==> config.mk <==
export PLATFORM = sky130hd
export DESIGN_NAME = tm1638_refresher
export DESIGN_NICKNAME = d
export VERILOG_FILES = /design/src/rtl/tm1638_refresher.sv
export SDC_FILE = /design/constraint.sdc
export NUM_CORES = 1
export LEC_CHECK = 0
export CAP_MARGIN = 20
export CORE_ASPECT_RATIO = 1.1
export CORE_MARGIN = 2
export CORE_UTILIZATION = 50
export CTS_CLUSTER_DIAMETER = 120
export DETAILED_ROUTE_END_ITERATION = 12
export HOLD_SLACK_MARGIN = 0.06
export PLACE_DENSITY = 0.77
export SYNTH_ARGS = -nofsm -noshare
export SYNTH_HDL_FRONTEND = slang
export SYNTH_SLANG_ARGS = --single-unit
export TNS_END_PERCENT = 5
==> constraint.sdc <==
create_clock -name i_clk -period 4 [get_ports i_clk]
set_input_delay 0.8 -clock i_clk [delete_from_list [all_inputs] [get_ports i_clk]]
set_output_delay 0.8 -clock i_clk [all_outputs]
set_load 0.02 [all_outputs]
==> src/rtl/tm1638_refresher.sv <==
// TM1638 refresher: walks every chip through the six-transaction refresh
// sequence and drives an external byte-oriented SPI controller.
module tm1638_refresher #(
  parameter int unsigned NUM_CHIPS       = 1,
  parameter int unsigned POWER_UP_CYCLES = 50_000_000,
  parameter int unsigned BUSY_TIMEOUT    = 1024
) (
  input  logic                     i_clk,
  input  logic                     i_rst_n,
  input  logic                     i_start,
  input  logic [NUM_CHIPS*128-1:0] i_leds,
  input  logic [2:0]               i_brightness,
  input  logic                     i_display_on,
  input  logic                     i_spi_busy,
  output logic                     o_spi_activate,
  output logic [NUM_CHIPS-1:0]     o_spi_cs,
  output logic [39:0]              o_spi_out_data,
  output logic [2:0]               o_spi_out_count,
  output logic                     o_ready,
  output logic                     o_done,
  output logic                     o_error
);

  localparam int unsigned OUT_BYTES = 5;
  localparam int unsigned LED_BYTES = 16;
  localparam int unsigned ROW_W     = LED_BYTES * 8;
  localparam int unsigned DATA_W    = OUT_BYTES * 8;
  localparam int unsigned SNAP_W    = NUM_CHIPS * ROW_W;
  localparam int unsigned CHIP_W    = (NUM_CHIPS > 1) ? $clog2(NUM_CHIPS) : 1;
  localparam int unsigned STEP_W    = 3;
  localparam int unsigned PU_W      = $clog2(POWER_UP_CYCLES + 1) + 1;
  localparam int unsigned TO_W      = $clog2(BUSY_TIMEOUT + 1) + 1;

  typedef enum logic [2:0] {
    S_POWER_UP,
    S_IDLE,
    S_BUILD,
    S_SEND,
    S_AWAIT,
    S_ERROR
  } state_t;

  state_t                r_state;
  logic [PU_W-1:0]       r_pu_cnt;
  logic [TO_W-1:0]       r_to_cnt;
  logic                  r_seen_busy;
  logic [CHIP_W-1:0]     r_chip;
  logic [STEP_W-1:0]     r_step;
  logic [SNAP_W-1:0]     r_snap;
  logic [2:0]            r_bright;
  logic                  r_disp;
  logic                  r_act;
  logic [NUM_CHIPS-1:0]  r_cs;
  logic [DATA_W-1:0]     r_data;
  logic [2:0]            r_count;
  logic                  r_ready;
  logic                  r_done;
  logic                  r_error;

  logic [ROW_W-1:0]      w_row;
  logic [1:0]            w_k;
  logic [DATA_W-1:0]     w_data;
  logic [2:0]            w_count;

  // Assemble the payload of the current (chip, step) transaction from the snapshot
  always_comb begin
    w_row   = '0;
    w_k     = 2'(r_step - 3'd1);
    w_data  = '0;
    w_count = '0;
    for (int c = 0; c < NUM_CHIPS; c++) begin
      if (r_chip == CHIP_W'(c)) w_row = r_snap[c*ROW_W +: ROW_W];
    end
    case (r_step)
      3'd0: begin
        w_data[7:0] = 8'h40;
        w_count     = 3'd1;
      end
      3'd1, 3'd2, 3'd3, 3'd4: begin
        w_data[7:0]  = 8'hC0 + {4'b0000, w_k, 2'b00};
        w_data[39:8] = w_row[{w_k, 5'b00000} +: 32];
        w_count      = 3'd5;
      end
      3'd5: begin
        w_data[7:0] = {4'b1000, r_disp, r_bright};
        w_count     = 3'd1;
      end
      default: begin
        w_data  = '0;
        w_count = '0;
      end
    endcase
  end

  // Sequencer: power-up wait, snapshot, per-transaction handshake and timeout
  always_ff @(posedge i_clk or negedge i_rst_n) begin
    if (!i_rst_n) begin
      r_state     <= S_POWER_UP;
      r_pu_cnt    <= PU_W'(POWER_UP_CYCLES);
      r_to_cnt    <= '0;
      r_seen_busy <= 1'b0;
      r_chip      <= '0;
      r_step      <= '0;
      r_snap      <= '0;
      r_bright    <= '0;
      r_disp      <= 1'b0;
      r_act       <= 1'b0;
      r_cs        <= '0;
      r_data      <= '0;
      r_count     <= '0;
      r_ready     <= 1'b0;
      r_done      <= 1'b0;
      r_error     <= 1'b0;
    end else begin
      r_done <= 1'b0;
      case (r_state)
        S_POWER_UP: begin
          if (r_pu_cnt <= PU_W'(1)) begin
            r_state <= S_IDLE;
            r_ready <= 1'b1;
          end else begin
            r_pu_cnt <= r_pu_cnt - PU_W'(1);
          end
        end
        S_IDLE: begin
          if (i_start) begin
            r_error  <= 1'b0;
            r_snap   <= i_leds;
            r_bright <= i_brightness;
            r_disp   <= i_display_on;
            r_chip   <= '0;
            r_step   <= '0;
            r_ready  <= 1'b0;
            r_state  <= S_BUILD;
          end
        end
        S_BUILD: begin
          r_data  <= w_data;
          r_count <= w_count;
          r_cs    <= NUM_CHIPS'(1) << r_chip;
          r_state <= S_SEND;
        end
        S_SEND: begin
          if (!i_spi_busy) begin
            r_act       <= 1'b1;
            r_to_cnt    <= '0;
            r_seen_busy <= 1'b0;
            r_state     <= S_AWAIT;
          end
        end
        S_AWAIT: begin
          if (i_spi_busy) begin
            r_act       <= 1'b0;
            r_seen_busy <= 1'b1;
          end else if (r_seen_busy) begin
            if (r_step == STEP_W'(5)) begin
              r_step <= '0;
              if (r_chip == CHIP_W'(NUM_CHIPS - 1)) begin
                r_done  <= 1'b1;
                r_ready <= 1'b1;
                r_cs    <= '0;
                r_state <= S_IDLE;
              end else begin
                r_chip  <= r_chip + CHIP_W'(1);
                r_state <= S_BUILD;
              end
            end else begin
              r_step  <= r_step + STEP_W'(1);
              r_state <= S_BUILD;
            end
          end else if (r_to_cnt >= TO_W'(BUSY_TIMEOUT - 1)) begin
            r_act   <= 1'b0;
            r_cs    <= '0;
            r_error <= 1'b1;
            r_state <= S_ERROR;
          end else begin
            r_to_cnt <= r_to_cnt + TO_W'(1);
          end
        end
        S_ERROR: begin
          r_done  <= 1'b1;
          r_ready <= 1'b1;
          r_state <= S_IDLE;
        end
        default: begin
          r_state <= S_POWER_UP;
        end
      endcase
    end
  end

  assign o_spi_activate  = r_act;
  assign o_spi_cs        = r_cs;
  assign o_spi_out_data  = r_data;
  assign o_spi_out_count = r_count;
  assign o_ready         = r_ready;
  assign o_done          = r_done;
  assign o_error         = r_error;

endmodule
==> reports/results.ini <==
[die]
start_util = 0.509
dieHeight_um = 150
core.rowCount = 53
io_pins = 184
dieArea_um2 = 20500
die_w_um = 137
coreArea_um2 = 19000

[routing]
num_vias = 6339
ant_nets = 0
drt-pass1-iter-count = 4
drtIter0Drc = 306
post_drt_wl_per_cell_um = 19.6
drcViolationCount = 0
viasPerCell = 5.59
routed_wl_um = 22300

[yosys]
ys_ff_latch = 223
seq_area_frac_synth = 0.578
synthSimpleGateAreaFrac = 0.0777
synth_edf_count = 0
synth_xor_xnor_area_share = 0.0299
avgSynthCellArea_um2 = 14.0
muxShareOfSynthArea = 0.229
synthAdderAreaFrac = 0.00905
synthCells = 691
synth_top_area_frac = 0.545
async_flop_share = 1.00
ys_warn_count = 0
synth_compound_area_frac = 0.0541
netlist_area_um2 = 9680
synth_commonest_cells = dfrtp_1, mux2_2, clkbuf_1
synthTopCellsByArea = dfrtp_1, mux2_2, mux4_2, dfstp_2, a22o_1
synth_ff_type = dfrtp_1
synth.most_common_cell = dfrtp_1
synth_top_family_by_area = multiplexers
yosysUniqueCellTypes = 51
synth_top_area_cell = dfrtp_1

[place]
dp_hpwl_um = 14900
portBuffers = 180
placed_cell_area_um2 = 11800
place.gp.congestion = 0.824

[sta]
tightest_slew_ns = 1.08
hold_violations = 0
slew_violations = 0
rsz0062_at_grt = false
fmax_ghz = 0.369
relSlewSlack = 0.278
setup_viol = 0
skew_ns = 0.0220
min_period_ns = 2.71
tns_ns = 0
fin_crit_sh = 0.677

[layout]
fin_area_um2 = 12500
syn_to_final_growth_pct = 29.2
final_nets = 1014
drive_gt1_frac = 0.272
antenna_cells = 0

[power]
power_leakage_nw = 5.31
power_density_nw_per_um2 = 664
peakVddDrop_uv = 401

[cts]
clkTransAtPathRegs_ns = 0.06
postCtsSetupBuffers = 0
cts_tree = yes
cts_buffers = 24
cts_buffer_depth = 3
hold_buffers = 0
insertion_delay_ns = 0.52
ctsHtreeMaxLevel = 1
cts_sinks = 223
cts_root_buffer = clkbuf_16
cts.repair.resized = 0

[grt]
grt_pass1_wl_um = 35900
antenna_found_initial = 1
grt_pass1_vias = 7078
grt_start_max_net_pins = 123
grt_overflow_total = 0
track_usage = 0.223

[worst_setup_path]
crit_slowest_cell = nor4_1
crit_buf_inv = 1
rrSetupSlack_ns = 1.29
critical_path.max_stage_delay_ns = 0.62
crit_arrival_ns = 3.07
end_kind = register
critical_path_class = register to register
worstPathCellList = nor4_1, o2111ai_1, nor4_4, buf_6, nor4_1, xor2_1
cpMostUsedCell = nor4_1
cp_top_family = simple AND/OR/NAND/NOR gates
critPathLaunchType = register
path_max_fanout = 14
cp.required_ns = 4.36

[outcome]
status = finished, final reports clean

[hold_path]
hold_class = primary input to async pin

[run]
drv_cap = 0

## layout make-up
cell class / instances / area, um2
inverters: 9 / 33.8
repair buffers: 194 / 1940
well taps: 247 / 309
multi-input cells: 419 / 3900
clock buffers: 34 / 678
fillers: 1344 / 6520
clock inverters: 8 / 56.3
flip-flops and latches: 223 / 5600
## cells in the final DEF, fill, tap and decap left out, types with 2 or more instances in the layout
cell | Yosys | routed
xor2_1 | 23 | 23
mux2_2 | 132 | 132
buf_4 | 3 | 11
o211ai_1 | 2 | 2
clkbuf_8 | 0 | 4
mux4_2 | 32 | 32
or4_4 | 2 | 2
clkbuf_1 | 34 | 6
clkinv_2 | 0 | 5
nand2_1 | 27 | 26
conb_1 | 1 | 3
a21oi_1 | 12 | 12
o2111ai_1 | 2 | 2
xnor2_1 | 10 | 10
a22o_1 | 32 | 32
nand4_1 | 2 | 2
or4_1 | 5 | 5
dfrtp_1 | 211 | 210
a21o_1 | 2 | 2
ha_1 | 7 | 6
nand3_1 | 11 | 11
clkinvlp_4 | 0 | 2
dfstp_2 | 12 | 12
nor4_1 | 13 | 13
nor2_1 | 30 | 29
o31ai_1 | 2 | 2
nor3_1 | 22 | 22
nor2b_1 | 6 | 6
o21ai_0 | 12 | 12
nand4b_1 | 3 | 3
inv_1 | 9 | 9
clkdlybuf4s50_1 | 0 | 179
buf_12 | 0 | 2
and2_1 | 2 | 2
a221oi_1 | 2 | 2
or3_1 | 5 | 5
clkbuf_16 | 0 | 24
## sequential cells by signal (all words and copies together) (netlist names), 2 cells and up
signal	cells
r_state	3
r_bright	3
r_to_cnt	12
r_step	3
o_spi_out_data	38
r_snap	128
o_spi_out_count	2
r_pu_cnt	27
## power breakdown
| group | total, mW | internal (mW) | switching, mW |
|---|---|---|---|
| logic | 2.70 | 1.58 | 1.12 |
| registers | 3.56 | 3.09 | 0.471 |
| clock network | 2.05 | 1.18 | 0.869 |
## per-stage QoR
| step | util | setup WS, ns | hold slack [ns] | power, mW | std cells |
|---|---|---|---|---|---|
| 6_report | 0.657 | 1.29 | 0.387 | 8.31 | 1134 |
| 5_1_grt | 0.657 | 1.05 | 0.467 | 8.78 | 1134 |
| 4_1_cts | 0.657 | 1.02 | 0.417 | 8.39 | 1133 |
| 3_5_place_dp | 0.618 | 1.05 | 0.455 | 6.31 | 1091 |
| 3_3_place_gp | 0.618 | 1.14 | 0.453 | 6.12 | 1091 |
| 2_1_floorplan | - | 1.12 | 0.435 | 5.37 | 693 |
## worst paths after layout
| path | start | endpoint | cells after the start |
|---|---|---|---|
| max in group asynchronous | i_rst_n | r_snap[90]$_DFFE_PN0P_ | 2 |
| max reg2reg | r_pu_cnt[18]$_DFFE_PN0P_ | r_pu_cnt[10]$_DFFE_PN0P_ | 6 |
| min in group i_clk | r_pu_cnt[5]$_DFFE_PN0P_ | r_pu_cnt[5]$_DFFE_PN0P_ | 1 |
| max | r_pu_cnt[18]$_DFFE_PN0P_ | r_pu_cnt[10]$_DFFE_PN0P_ | 6 |
| min reg2reg | r_pu_cnt[5]$_DFFE_PN0P_ | r_pu_cnt[5]$_DFFE_PN0P_ | 1 |
| min | i_rst_n | r_pu_cnt[16]$_DFFE_PN0P_ | 1 |
## layer usage
| layer | track usage | vias to the layer above | routed length (um) |
|---|---|---|---|
| met2 | 0.386 | 191 | 11300 |
| met3 | 0.0749 | 33 | 1980 |
| met5 | 0 | - | 0 |
| li1 | - | 2875 | - |
| met4 | 0.0557 | 0 | 405 |
| met1 | 0.267 | 3240 | 8550 |
## cells by family after synthesis
family / count (synthesis)
XOR/XNOR: 33
multiplexers: 165
other: 1
flip-flops: 223
AND/OR/NAND/NOR: 140
adder cells (fa/ha/maj): 7
buffers and inverters: 51
AO/OA/AOI/OAI: 71
Power figures use the tool's default switching activity.
